**src/rtl/access_pkg.sv**
```systemverilog
// Shared definitions for the password store: field widths and the enrollment FSM state encoding.
package access_pkg;

  localparam int PSWD_W        = 4;
  localparam int ADDR_W        = 5;
  localparam int DEPTH_DEFAULT = 32;

  typedef enum logic [2:0] {
    IDLE,
    WAIT_CONFIRM,
    SCAN_REQ,
    SCAN_CHK,
    WRITE,
    DONE
  } state_t;

endpackage

```
**src/rtl/pswd_enroll_writer_btn_edge_detect.sv**
```systemverilog
// One-register rising-edge detector: a single-cycle pulse for each 0->1 transition of a button level.
module btn_edge_detect (
  input  logic clk,
  input  logic rst,
  input  logic i_btn,
  output logic o_pulse
);

  logic r_prev;

  always_ff @(posedge clk or posedge rst) begin
    if (rst) begin
      r_prev <= 1'b0;
    end else begin
      r_prev <= i_btn;
    end
  end

  assign o_pulse = i_btn & ~r_prev;

endmodule

```
**src/rtl/pswd_enroll_writer.sv**
```systemverilog
// Password enrollment writer: enter, confirm, scan the table for a duplicate, then append.
// Optional confirm timeout is compiled in with `define PSWD_ENROLL_TIMEOUT_EN.
module pswd_enroll_writer
  import access_pkg::*;
#(
  parameter int DEPTH   = DEPTH_DEFAULT,
  parameter int TIMEOUT = 1000,
  localparam int AW     = $clog2(DEPTH),
  localparam int CW     = $clog2(DEPTH + 1)
) (
  input  logic              clk,
  input  logic              rst,
  input  logic              Enroll_Enter,
  input  logic [PSWD_W-1:0] Password,
  input  logic              Logged_In,
  output logic [AW-1:0]     rd_addr,
  input  logic [PSWD_W-1:0] rd_data,
  output logic              wr_en,
  output logic [AW-1:0]     wr_addr,
  output logic [PSWD_W-1:0] wr_data,
  output logic [CW-1:0]     Count,
  output logic              Busy,
  output logic              Full,
  output logic              Enrolled,
  output logic              Rejected,
  output state_t            o_dbg_state
);

  logic              w_edge;
  state_t            r_state;
  state_t            w_next;
  logic [PSWD_W-1:0] r_cand;
  logic [AW-1:0]     r_idx;
  logic [CW-1:0]     r_count;
  logic              r_rejected;

  logic w_full;
  logic w_last;
  logic w_reject;
  logic w_latch;
  logic w_scan_start;
  logic w_idx_inc;
  logic w_cnt_inc;
  logic w_tmo_hit;

  btn_edge_detect u_edge (
    .clk     (clk),
    .rst     (rst),
    .i_btn   (Enroll_Enter),
    .o_pulse (w_edge)
  );

  assign w_full = (r_count == CW'(DEPTH));
  assign w_last = (CW'(r_idx) == r_count - CW'(1));

`ifdef PSWD_ENROLL_TIMEOUT_EN
  localparam int TW = (TIMEOUT > 1) ? $clog2(TIMEOUT + 1) : 1;
  logic [TW-1:0] r_tmo;

  // Free-runs only while waiting for the confirm; any other state holds it at zero.
  always_ff @(posedge clk or posedge rst) begin
    if (rst) begin
      r_tmo <= '0;
    end else if (r_state != WAIT_CONFIRM) begin
      r_tmo <= '0;
    end else begin
      r_tmo <= r_tmo + TW'(1);
    end
  end

  assign w_tmo_hit = (r_tmo == TW'(TIMEOUT - 1));
`else
  assign w_tmo_hit = 1'b0;
`endif

  always_ff @(posedge clk or posedge rst) begin
    if (rst) begin
      r_state <= IDLE;
    end else begin
      r_state <= w_next;
    end
  end

  always_comb begin
    w_next       = r_state;
    w_reject     = 1'b0;
    w_latch      = 1'b0;
    w_scan_start = 1'b0;
    w_idx_inc    = 1'b0;
    w_cnt_inc    = 1'b0;
    case (r_state)
      IDLE: begin
        if (w_edge) begin
          if (!Logged_In || w_full) begin
            w_reject = 1'b1;
          end else begin
            w_latch = 1'b1;
            w_next  = WAIT_CONFIRM;
          end
        end
      end
      WAIT_CONFIRM: begin
        if (!Logged_In) begin
          w_reject = 1'b1;
          w_next   = IDLE;
        end else if (w_edge) begin
          if (Password != r_cand) begin
            w_reject = 1'b1;
            w_next   = IDLE;
          end else if (r_count == '0) begin
            w_next = WRITE;
          end else begin
            w_scan_start = 1'b1;
            w_next       = SCAN_REQ;
          end
        end else if (w_tmo_hit) begin
          w_reject = 1'b1;
          w_next   = IDLE;
        end
      end
      SCAN_REQ: w_next = SCAN_CHK;
      // rd_data here answers the address presented during SCAN_REQ.
      SCAN_CHK: begin
        if (rd_data == r_cand) begin
          w_reject = 1'b1;
          w_next   = IDLE;
        end else if (w_last) begin
          w_next = WRITE;
        end else begin
          w_idx_inc = 1'b1;
          w_next    = SCAN_REQ;
        end
      end
      WRITE: begin
        w_cnt_inc = 1'b1;
        w_next    = DONE;
      end
      DONE:    w_next = IDLE;
      default: w_next = IDLE;
    endcase
  end

  always_ff @(posedge clk or posedge rst) begin
    if (rst) begin
      r_cand     <= '0;
      r_idx      <= '0;
      r_count    <= '0;
      r_rejected <= 1'b0;
    end else begin
      r_rejected <= w_reject;
      if (w_latch) begin
        r_cand <= Password;
      end
      if (w_scan_start) begin
        r_idx <= '0;
      end else if (w_idx_inc) begin
        r_idx <= r_idx + AW'(1);
      end
      if (w_cnt_inc) begin
        r_count <= r_count + CW'(1);
      end
    end
  end

  // WRITE is only reachable with Count < DEPTH, so the write address never overflows.
  assign wr_en       = (r_state == WRITE);
  assign wr_addr     = wr_en ? r_count[AW-1:0] : '0;
  assign wr_data     = wr_en ? r_cand : '0;
  assign rd_addr     = r_idx;
  assign Count       = r_count;
  assign Busy        = (r_state != IDLE);
  assign Full        = w_full;
  assign Enrolled    = (r_state == DONE);
  assign Rejected    = r_rejected;
  assign o_dbg_state = r_state;

endmodule

```
**config.mk**
```make
export PLATFORM = sky130hd
export DESIGN_NAME = pswd_enroll_writer
export DESIGN_NICKNAME = d
export VERILOG_FILES = /design/src/rtl/access_pkg.sv /design/src/rtl/pswd_enroll_writer_btn_edge_detect.sv /design/src/rtl/pswd_enroll_writer.sv
export SDC_FILE = /design/constraint.sdc
export NUM_CORES = 1
export LEC_CHECK = 0
export ABC_CLOCK_PERIOD_IN_PS = 1900
export CAP_MARGIN = 20
export CORE_MARGIN = 10
export CORE_UTILIZATION = 30
export CTS_BUF_LIST = sky130_fd_sc_hd__clkbuf_4
export DETAILED_ROUTE_END_ITERATION = 8
export HOLD_SLACK_MARGIN = 0.12
export PLACE_DENSITY_LB_ADDON = 0.1
export SETUP_SLACK_MARGIN = 0.05
export SYNTH_ARGS = -nofsm -noshare
export SYNTH_HDL_FRONTEND = slang
export SYNTH_SLANG_ARGS = --single-unit
```
**constraint.sdc**
```tcl
create_clock -name clk -period 1.9 [get_ports clk]
set_clock_uncertainty 0.05 [all_clocks]
set_input_delay 0.57 -clock clk [delete_from_list [all_inputs] [get_ports clk]]
set_output_delay 0.57 -clock clk [all_outputs]
set_load 0.005 [all_outputs]
```
==> results of run 1 <==
==> placed cells by master (no fill, tap or decap), types with 5 or more instances in the layout <==
cell	n
nand2_1	9
inv_1	5
buf_6	24
xnor2_1	11
dfrtp_1	17
xor2_1	7
nor2_1	10
buf_4	41
clkdlybuf4s50_1	13
and3_4	8
==> metrics by stage <==
stage	TNS [ps]	hold slack (ps)	power [mW]
after global placement	-5720	564	0.787
after floorplan	-231	484	0.646
final	-3760	547	1.04
after global routing	-5680	590	1.11
after detailed placement	-6190	588	0.796
after CTS	-3800	559	1.04
==> worst min-delay path by stage <==
stage                  to  slack, ps  cells past startpoint
2_1_floorplan    Count[0]        480                      1
3_3_place_gp   rd_addr[1]        560                      2
3_5_place_dp   rd_addr[4]        590                      2
4_1_cts         r_cand[3]        560                      3
5_1_grt          Count[4]        590                      3
6_report         Rejected        550                      3
==> what timing repair did <==
| item | in CTS | in global routing |
|---|---|---|
| pin swaps | 12 | 3 |
| setup buffers | 19 | 3 |
| setup endpoints to repair | 39 | 34 |
| cloned | 2 | 0 |
| gates resized for setup | 104 | 26 |
==> area by class of cell <==
cell class              count  share of cell area [%]
multi-input cells         110                    39.8
flip-flops and latches     20                    20.7
clock buffers               3                   0.923
repair buffers             94                    34.5
well taps                  52                    2.67
inverters                   8                    1.44
==> kinds of logic (layout without fill, tap and decap cells) <==
| group | count (synthesis) | in the layout |
|---|---|---|
| buf+inv | 18 | 105 |
| fa+ha+maj | 4 | 4 |
| compound gates | 22 | 23 |
| simple gates | 60 | 60 |
| xor+xnor | 18 | 18 |
| flops | 20 | 20 |
| mux | 5 | 5 |
==> power groups by stage <==
stage / Sequential, mW / Clock [mW] / Combinational [mW]
after floorplan: 0.488 / 0 / 0.158
after global placement: 0.482 / 0 / 0.305
after detailed placement: 0.486 / 0 / 0.310
after CTS: 0.477 / 0.218 / 0.340
after global routing: 0.481 / 0.239 / 0.386
final: 0.476 / 0.207 / 0.355
==> cells in the mapped netlist <==
master and count:
a211oi_1 3, a211oi_2 1, a21oi_1 2, a221oi_1 1, a31o_2 3, a31oi_1 1, a32o_1 1, and2_1 2
and3_1 9, and3_2 3, buf_2 1, buf_6 3, clkbuf_1 5, clkbuf_2 1, dfrtp_1 20, ha_1 4
inv_1 8, mux2_2 4, mux2i_1 1, nand2_1 9, nand2b_1 3, nand3_1 1, nand3b_1 2, nand4_1 2
nor2_1 13, nor2b_1 1, nor3_1 5, nor3b_1 2, nor4_1 4, nor4_2 1, o211ai_1 1, o21a_1 1
o21ai_0 4, o21bai_1 1, o31a_1 2, o41ai_1 1, or3_1 2, or4b_1 1, xnor2_1 11, xor2_1 7
==> state kept, by name, indices dropped and copies added, names as in the netlist <==
register,flops
Count,6
u_edge.r_prev,1
r_cand,4
o_dbg_state,3
rd_addr,5
Rejected,1
==> worst max-delay path: cells and delay by family, from the launching register on <==
family	cells	cell delay, ps
simple gates	2	550
flops	1	430
buf+inv	2	200
fa+ha+maj	1	110
==> layer usage <==
metal	GRT usage, %	vias up	share of wire [%]
met1	14.1	666	43
met5	0	-	0
li1	-	697	-
met2	20.5	28	50
met3	2.72	2	6.0
met4	2.61	0	0.44
==> results.toml, run 1 <==
[status]
status = "finished, violations left"
violations = "setup timing"

[final_layout]
register_area_um2 = 504
postLayoutCoreUtil_pct = 56.1
nets = 253
syn_to_final_growth_pct = 80.5
multiInputGateArea_um2 = 971
final_cells = 287
antenna_cells = 0
design_area_um2 = 2440
drive_gt1_share_pct = 52.3
fill_cells = 383

[setup_path]
cp_max_fo = 2
crit_required_ps = 1280
cp_slowest_stage_delay_ps = 460
timing.rr.end = "rd_addr[0]"
endpoint_kind = "output port"
cp.arrival_ps = 1590
r2r-start = "Count[0]"
critPathLaunch = "Count[0]"
r2r_setup_slack_ps = -230
crit_type = "reg -> out"
slowest_stage = "or4b_4"
worstRegToRegCells = 8
endpoint = "Full"
crit_chain = "clkinv_4, ha_4, or4b_4, nor2_2, buf_2"
cp-start-kind = "register"

[sta]
relSlewSlack_pct = 77.5
fin_crit_sh_pct = 116
worst_slew_pin_slew_ps = 334
hold_viol = 0
fin_crit_ps = 2210
max_freq_mhz = 453
rsz0062_at_grt = "yes"
finalSetupViolCount = 25
final.setup.worst_slack_ps = -307
slew_violations = 0

[synthesis]
synth_compound_area_share_pct = 12.2
synthTopCellsByArea = "dfrtp_1 37%, xnor2_1 7.1%, xor2_1 4.5%"
syn_area_um2 = 1350
syn_nets = 163
ys_ff_latch = 20
yosys.area_share.simple_pct = 24.5
synthMuxAreaShare_pct = 4.07
ys_seq_area_share_pct = 37.0
synthXorXnorAreaFrac_pct = 11.7
synth_top_area_share_pct = 37.0
synth_top_family_by_area = "simple AND/OR/NAND/NOR gates"
synth_top_area_cell = "dfrtp_1"
synth_fa_ha_area_share_pct = 3.70
syn_avg_cell_area_um2 = 9.20
synth_warnings = 0
synthCells = 147
synth_cell_type_count = 40

[clocking]
cts_tree = "built"
clk_pin_slew_worst_paths_ps = 120
cts_hold_buffers = 0
cts_made_buffers = 3
cts_buffer_depth = 2
insertion_delay_ps = 300
cts_sinks = 20
cts_root_buffer = "clkbuf_4"
htreeDepth = 1

[power_and_ir_drop]
ir_drop_v = 0.000179
switching_share_pct = 29.9
power.switching_uw = 311
leakage_nw = 1.14
p_clk_share_pct = 20.0
p_int_uw = 728
seq_power_share_pct = 45.9
powerDensity_nw_per_um2 = 425
comb_power_share_pct = 34.2

[floorplanning]
die_h_um = 87.1
core_area_um2 = 4350
fp-row-count = 24
start_util_pct = 31.1
fp.dieW_um = 87.1
ioPinCount = 40
die_area_um2 = 7590

[route]
drc_errors = 0
totalWireLength_mm = 4.56
vias_per_cell = 4.85
num_vias = 1393
wl_per_cell_um = 15.9
ant_nets = 0
firstDrtPassIters = 3
drt_iter0_markers = 41

[place]
place_area_um2 = 2100
post-place-ws_ps = -787
gp_congestion = 0.756
numPortBuffers = 39
dp_hpwl_mm = 3.19
place_inst = 263

[grt]
grt_max_degree = 21
grt_use_total_pct = 11.7
grt_remaining_overflow = 0
antenna_found_initial = 0
first_global_vias = 1447
grt_first_pass_wirelength_mm = 7.16

[worst_hold_path]
min_path_type = "in -> async"

[job]
cap_violations = 0
Note: power is estimated with default switching activity, not from simulation.
==> run 2: changes to the inputs <==
--- a/config.mk
+++ b/config.mk
@@ -5,7 +5,7 @@
 export SDC_FILE = /design/constraint.sdc
 export NUM_CORES = 1
 export LEC_CHECK = 0
-export ABC_CLOCK_PERIOD_IN_PS = 1900
+export ABC_CLOCK_PERIOD_IN_PS = 2700
 export CAP_MARGIN = 20
 export CORE_MARGIN = 10
 export CORE_UTILIZATION = 30
==> constraint.sdc (replaced) <==
create_clock -name clk -period 2.7 [get_ports clk]
set_clock_uncertainty 0.05 [all_clocks]
set_input_delay 0.81 -clock clk [delete_from_list [all_inputs] [get_ports clk]]
set_output_delay 0.81 -clock clk [all_outputs]
set_load 0.005 [all_outputs]
==> results.toml, run 2 (synthesis results as in run 1) <==
[place]
place_inst = 243
post-place-ws_ps = -146
numPortBuffers = 39
gp_congestion = 0.759
place_area_um2 = 1860
dp_hpwl_mm = 2.93

[clocking]
cts_made_buffers = 3
clk_pin_slew_worst_paths_ps = 110
cts_tree = "built"
cts_root_buffer = "clkbuf_4"
cts_sinks = 20
insertion_delay_ps = 300
htreeDepth = 1
cts_buffer_depth = 2
cts_hold_buffers = 0

[power_and_ir_drop]
powerDensity_nw_per_um2 = 339
comb_power_share_pct = 24.6
seq_power_share_pct = 52.8
switching_share_pct = 28.2
leakage_nw = 0.843
p_clk_share_pct = 22.6
p_int_uw = 462
power.switching_uw = 181
ir_drop_v = 0.000178

[route]
drc_errors = 0
totalWireLength_mm = 3.67
ant_nets = 0
firstDrtPassIters = 4
drt_iter0_markers = 60
vias_per_cell = 4.94
wl_per_cell_um = 14.8
num_vias = 1226

[final_layout]
layout_common_cells = "37 x clkdlybuf4s50_1, 19 x dfrtp_1, 16 x buf_4"
fill_cells = 419
antenna_cells = 0
final_cells = 248
design_area_um2 = 1900
largest_reg_flops = 6
postLayoutCoreUtil_pct = 43.6
syn_to_final_growth_pct = 40.4
mostFrequentLayoutCell = "clkdlybuf4s50_1"
drive_gt1_share_pct = 18.4
nets = 213

[sta]
fin_crit_sh_pct = 95.0
fin_crit_ps = 2570
rsz0062_at_grt = "yes"
max_freq_mhz = 390
finalSetupViolCount = 0
final.setup.worst_slack_ps = 135
hold_viol = 0
holdWs_ps = 557
relSlewSlack_pct = 77.2
slew_violations = 0
worst_slew_pin_slew_ps = 338

[setup_path]
slowest_stage = "clkdlybuf4s50_1"
crit_required_ps = 1840
cp.arrival_ps = 1710
crit_type = "reg -> out"
cp_slowest_stage_delay_ps = 550
cp_max_fo = 5
endpoint_kind = "output port"
crit_chain = "buf_4, inv_1, nor3b_1, clkdlybuf4s50_1"
cp-start-kind = "register"

[floorplanning]
start_util_pct = 31.1
die_area_um2 = 7590
core_area_um2 = 4350
ioPinCount = 40
fp.dieW_um = 87.1
fp-row-count = 24
die_h_um = 87.1

[job]
cap_violations = 0

[grt]
antenna_found_initial = 0
grt_first_pass_wirelength_mm = 6.38
first_global_vias = 1267
grt_use_total_pct = 10.2
grt_max_degree = 22
grt_remaining_overflow = 0

[status]
status = "complete, no violations"

[worst_hold_path]
min_path_type = "reg -> reg"
[run 2: stage by stage]
step / setup TNS, ps / power, mW
3_3_place_gp: -289 / 0.499
2_1_floorplan: 0 / 0.436
3_5_place_dp: -529 / 0.502
5_1_grt: 0 / 0.691
6_report: 0 / 0.643
4_1_cts: 0 / 0.655
[run 2: per-layer routing]
layer | part of all wire [%] | up-vias | GRT usage [%] | wire length [µm]
met5 | 0 | - | 0 | 0
met4 | 0.55 | 0 | 1.74 | 20
met3 | 6.1 | 2 | 3.37 | 225
met2 | 47 | 27 | 15.8 | 1720
met1 | 46 | 577 | 13.5 | 1710
li1 | - | 620 | - | -
[run 2: critical path: cells and delay by family, from the launching register on]
family / cells / cell delay [ps]
flip-flops: 1 / 400
buffers and inverters: 3 / 780
AND/OR/NAND/NOR: 1 / 230
[run 2: final timing paths]
path | start | to | slack [ps] | cells past startpoint
worst max-delay path | o_dbg_state[0] | Enrolled | 130 | 4
worst min-delay path | r_cand[1] | r_cand[1] | 560 | 1
worst max register to register | Count[0] | rd_addr[2] | 560 | 7
worst min register to register | r_cand[1] | r_cand[1] | 560 | 1
max in group asynchronous | rst | o_dbg_state[2] | 1580 | 3
min in group asynchronous | rst | r_cand[2] | 780 | 3
[run 2: timing repair]
action | CTS | global route
pin swaps | 0 | 1
resized for setup | 6 | 3
setup endpoints to repair | 9 | 10
setup buffers | 0 | 1
[run 2: final cells by class]
| cell class | instances | area [µm²] | area share [%] |
|---|---|---|---|
| clock buffers | 3 | 22.5 | 1.19 |
| inverters | 8 | 30.0 | 1.58 |
| repair buffers | 55 | 504 | 26.5 |
| flip-flops and latches | 20 | 502 | 26.4 |
| well taps | 52 | 65.1 | 3.43 |
| clock inverters | 1 | 3.75 | 0.198 |
| multi-input cells | 109 | 772 | 40.6 |
[run 2: power by group through the flow]
stage | clock network (mW) | registers, mW | logic, mW
after floorplan | 0 | 0.343 | 0.0926
after global placement | 0 | 0.345 | 0.155
after detailed placement | 0 | 0.345 | 0.157
after CTS | 0.156 | 0.340 | 0.159
after global routing | 0.169 | 0.345 | 0.177
final | 0.145 | 0.340 | 0.158
==> run 3: changes to the inputs <==
--- a/config.mk
+++ b/config.mk
@@ -13,7 +13,7 @@
 export DETAILED_ROUTE_END_ITERATION = 8
 export HOLD_SLACK_MARGIN = 0.12
 export PLACE_DENSITY_LB_ADDON = 0.1
-export SETUP_SLACK_MARGIN = 0.05
+export SETUP_SLACK_MARGIN = 0.2
 export SYNTH_ARGS = -nofsm -noshare
 export SYNTH_HDL_FRONTEND = slang
 export SYNTH_SLANG_ARGS = --single-unit
==> results.toml, run 3 (synthesis results as in run 1) <==
[status]
status = "complete, no violations"

[clocking]
cts_made_buffers = 3
insertion_delay_ps = 300
cts_sinks = 20
cts_root_buffer = "clkbuf_4"
htreeDepth = 1
cts_buffer_depth = 2
cts_tree = "built"
clk_pin_slew_worst_paths_ps = 120
cts_hold_buffers = 0

[final_layout]
nets = 218
drive_gt1_share_pct = 22.9
multiInputGateArea_um2 = 805
fill_cells = 420
largest_reg_flops = 6
postLayoutCoreUtil_pct = 45.3
syn_to_final_growth_pct = 45.9
mostFrequentLayoutCell = "clkdlybuf4s50_1"
design_area_um2 = 1970
layout_common_cells = "22 x clkdlybuf4s50_1, 21 x buf_4, 19 x dfrtp_1"
register_area_um2 = 502
antenna_cells = 0

[sta]
final.setup.worst_slack_ps = 213
holdWs_ps = 540
hold_viol = 0
setup_tns_ps = 0
finalSetupViolCount = 0
slew_violations = 0
worst_slew_pin_slew_ps = 348
fin_crit_ps = 2490
max_freq_mhz = 402
rsz0062_at_grt = "yes"
relSlewSlack_pct = 76.8
fin_crit_sh_pct = 92.1

[place]
post-place-ws_ps = -146
place_area_um2 = 1860
numPortBuffers = 39
gp_congestion = 0.759
dp_hpwl_mm = 2.93

[grt]
first_global_vias = 1278
grt.met1_usage_pct = 13.5
grt_max_degree = 22
grtUsageMet2_pct = 16.2
grt_first_pass_wirelength_mm = 6.43
grtUsageMet3_pct = 3.37
grt_use_total_pct = 10.3
grt_remaining_overflow = 0
antenna_found_initial = 0
busiest_layer = "met2"

[route]
drt_iter0_markers = 47
drc_errors = 0
ant_nets = 0
vias_per_cell = 4.85
firstDrtPassIters = 4
totalWireLength_mm = 3.74
num_vias = 1226
wl_per_cell_um = 14.8

[worst_hold_path]
min_path_type = "reg -> reg"

[floorplanning]
fp-row-count = 24
ioPinCount = 40
fp.dieW_um = 87.1
die_h_um = 87.1
core_area_um2 = 4350
die_area_um2 = 7590
start_util_pct = 31.1

[setup_path]
crit_type = "reg -> out"
cp.arrival_ps = 1630
endpoint_kind = "output port"
cp-start-kind = "register"
crit_buf_inv = 2
cp_max_fo = 3
crit_required_ps = 1840
crit_chain = "inv_1, ha_1, or4b_4, nor2_2, clkbuf_2"
slowest_stage = "or4b_4"
cp_slowest_stage_delay_ps = 480
crit_family = "simple AND/OR/NAND/NOR gates"

[power_and_ir_drop]
powerDensity_nw_per_um2 = 329
ir_drop_v = 0.000179
leakage_nw = 0.989

[job]
cap_violations = 0
## run 3: cell types whose count changed in the layout (fill, tap and decap cells not counted), sizes merged
cell and change:
dlygate4sd2 +9, buf +5, clkdlybuf4s50 -15, dlymetal6s2s +6
## run 3: through the flow
step / std cells / total power, mW
after floorplan: 147 / 0.436
after global placement: 243 / 0.499
after detailed placement: 243 / 0.502
after CTS: 251 / 0.657
after global routing: 253 / 0.697
final: 253 / 0.650
## run 3: cell type report
type | instances | area share (%)
repair buffers | 60 | 27.6
clock inverters | 1 | 0.190
inverters | 8 | 1.52
well taps | 52 | 3.30
flip-flops and latches | 20 | 25.4
clock buffers | 3 | 1.14
multi-input cells | 109 | 40.8
## run 3: final timing paths
| kind | from | end | slack, ps | depth (start not counted) |
|---|---|---|---|---|
| max reg2reg | Count[0] | rd_addr[1] | 440 | 8 |
| min reg2reg | Count[1] | Count[1] | 540 | 2 |
| min | Count[1] | Count[1] | 540 | 2 |
| max in group asynchronous | rst | o_dbg_state[2] | 1580 | 3 |
| max | Count[0] | Full | 210 | 5 |
| min in group asynchronous | rst | r_cand[2] | 770 | 3 |
## run 3: worst min-delay path, stage by stage (launching register included)
cell     delay (ps)
dfrtp_1         410
inv_2            70
o21ai_0          80
## run 3: routing by layer
metal  up-vias  routed length [µm]
met5         -                   0
met1       579                1760
li1        625                   -
met4         0                  20
met3         2                 207
met2        20                1750
## run 3: power by group
| part | internal [mW] | switching [mW] |
|---|---|---|
| clock network | 0.0538 | 0.0917 |
| logic | 0.0897 | 0.0734 |
| registers | 0.319 | 0.0225 |
| total | 0.462 | 0.188 |
## run 3: what timing repair did
item	CTS	global route
setup buffers	4	2
resized for setup	17	13
pin swaps	1	3
gates cloned	0	0
setup endpoints to repair	15	10
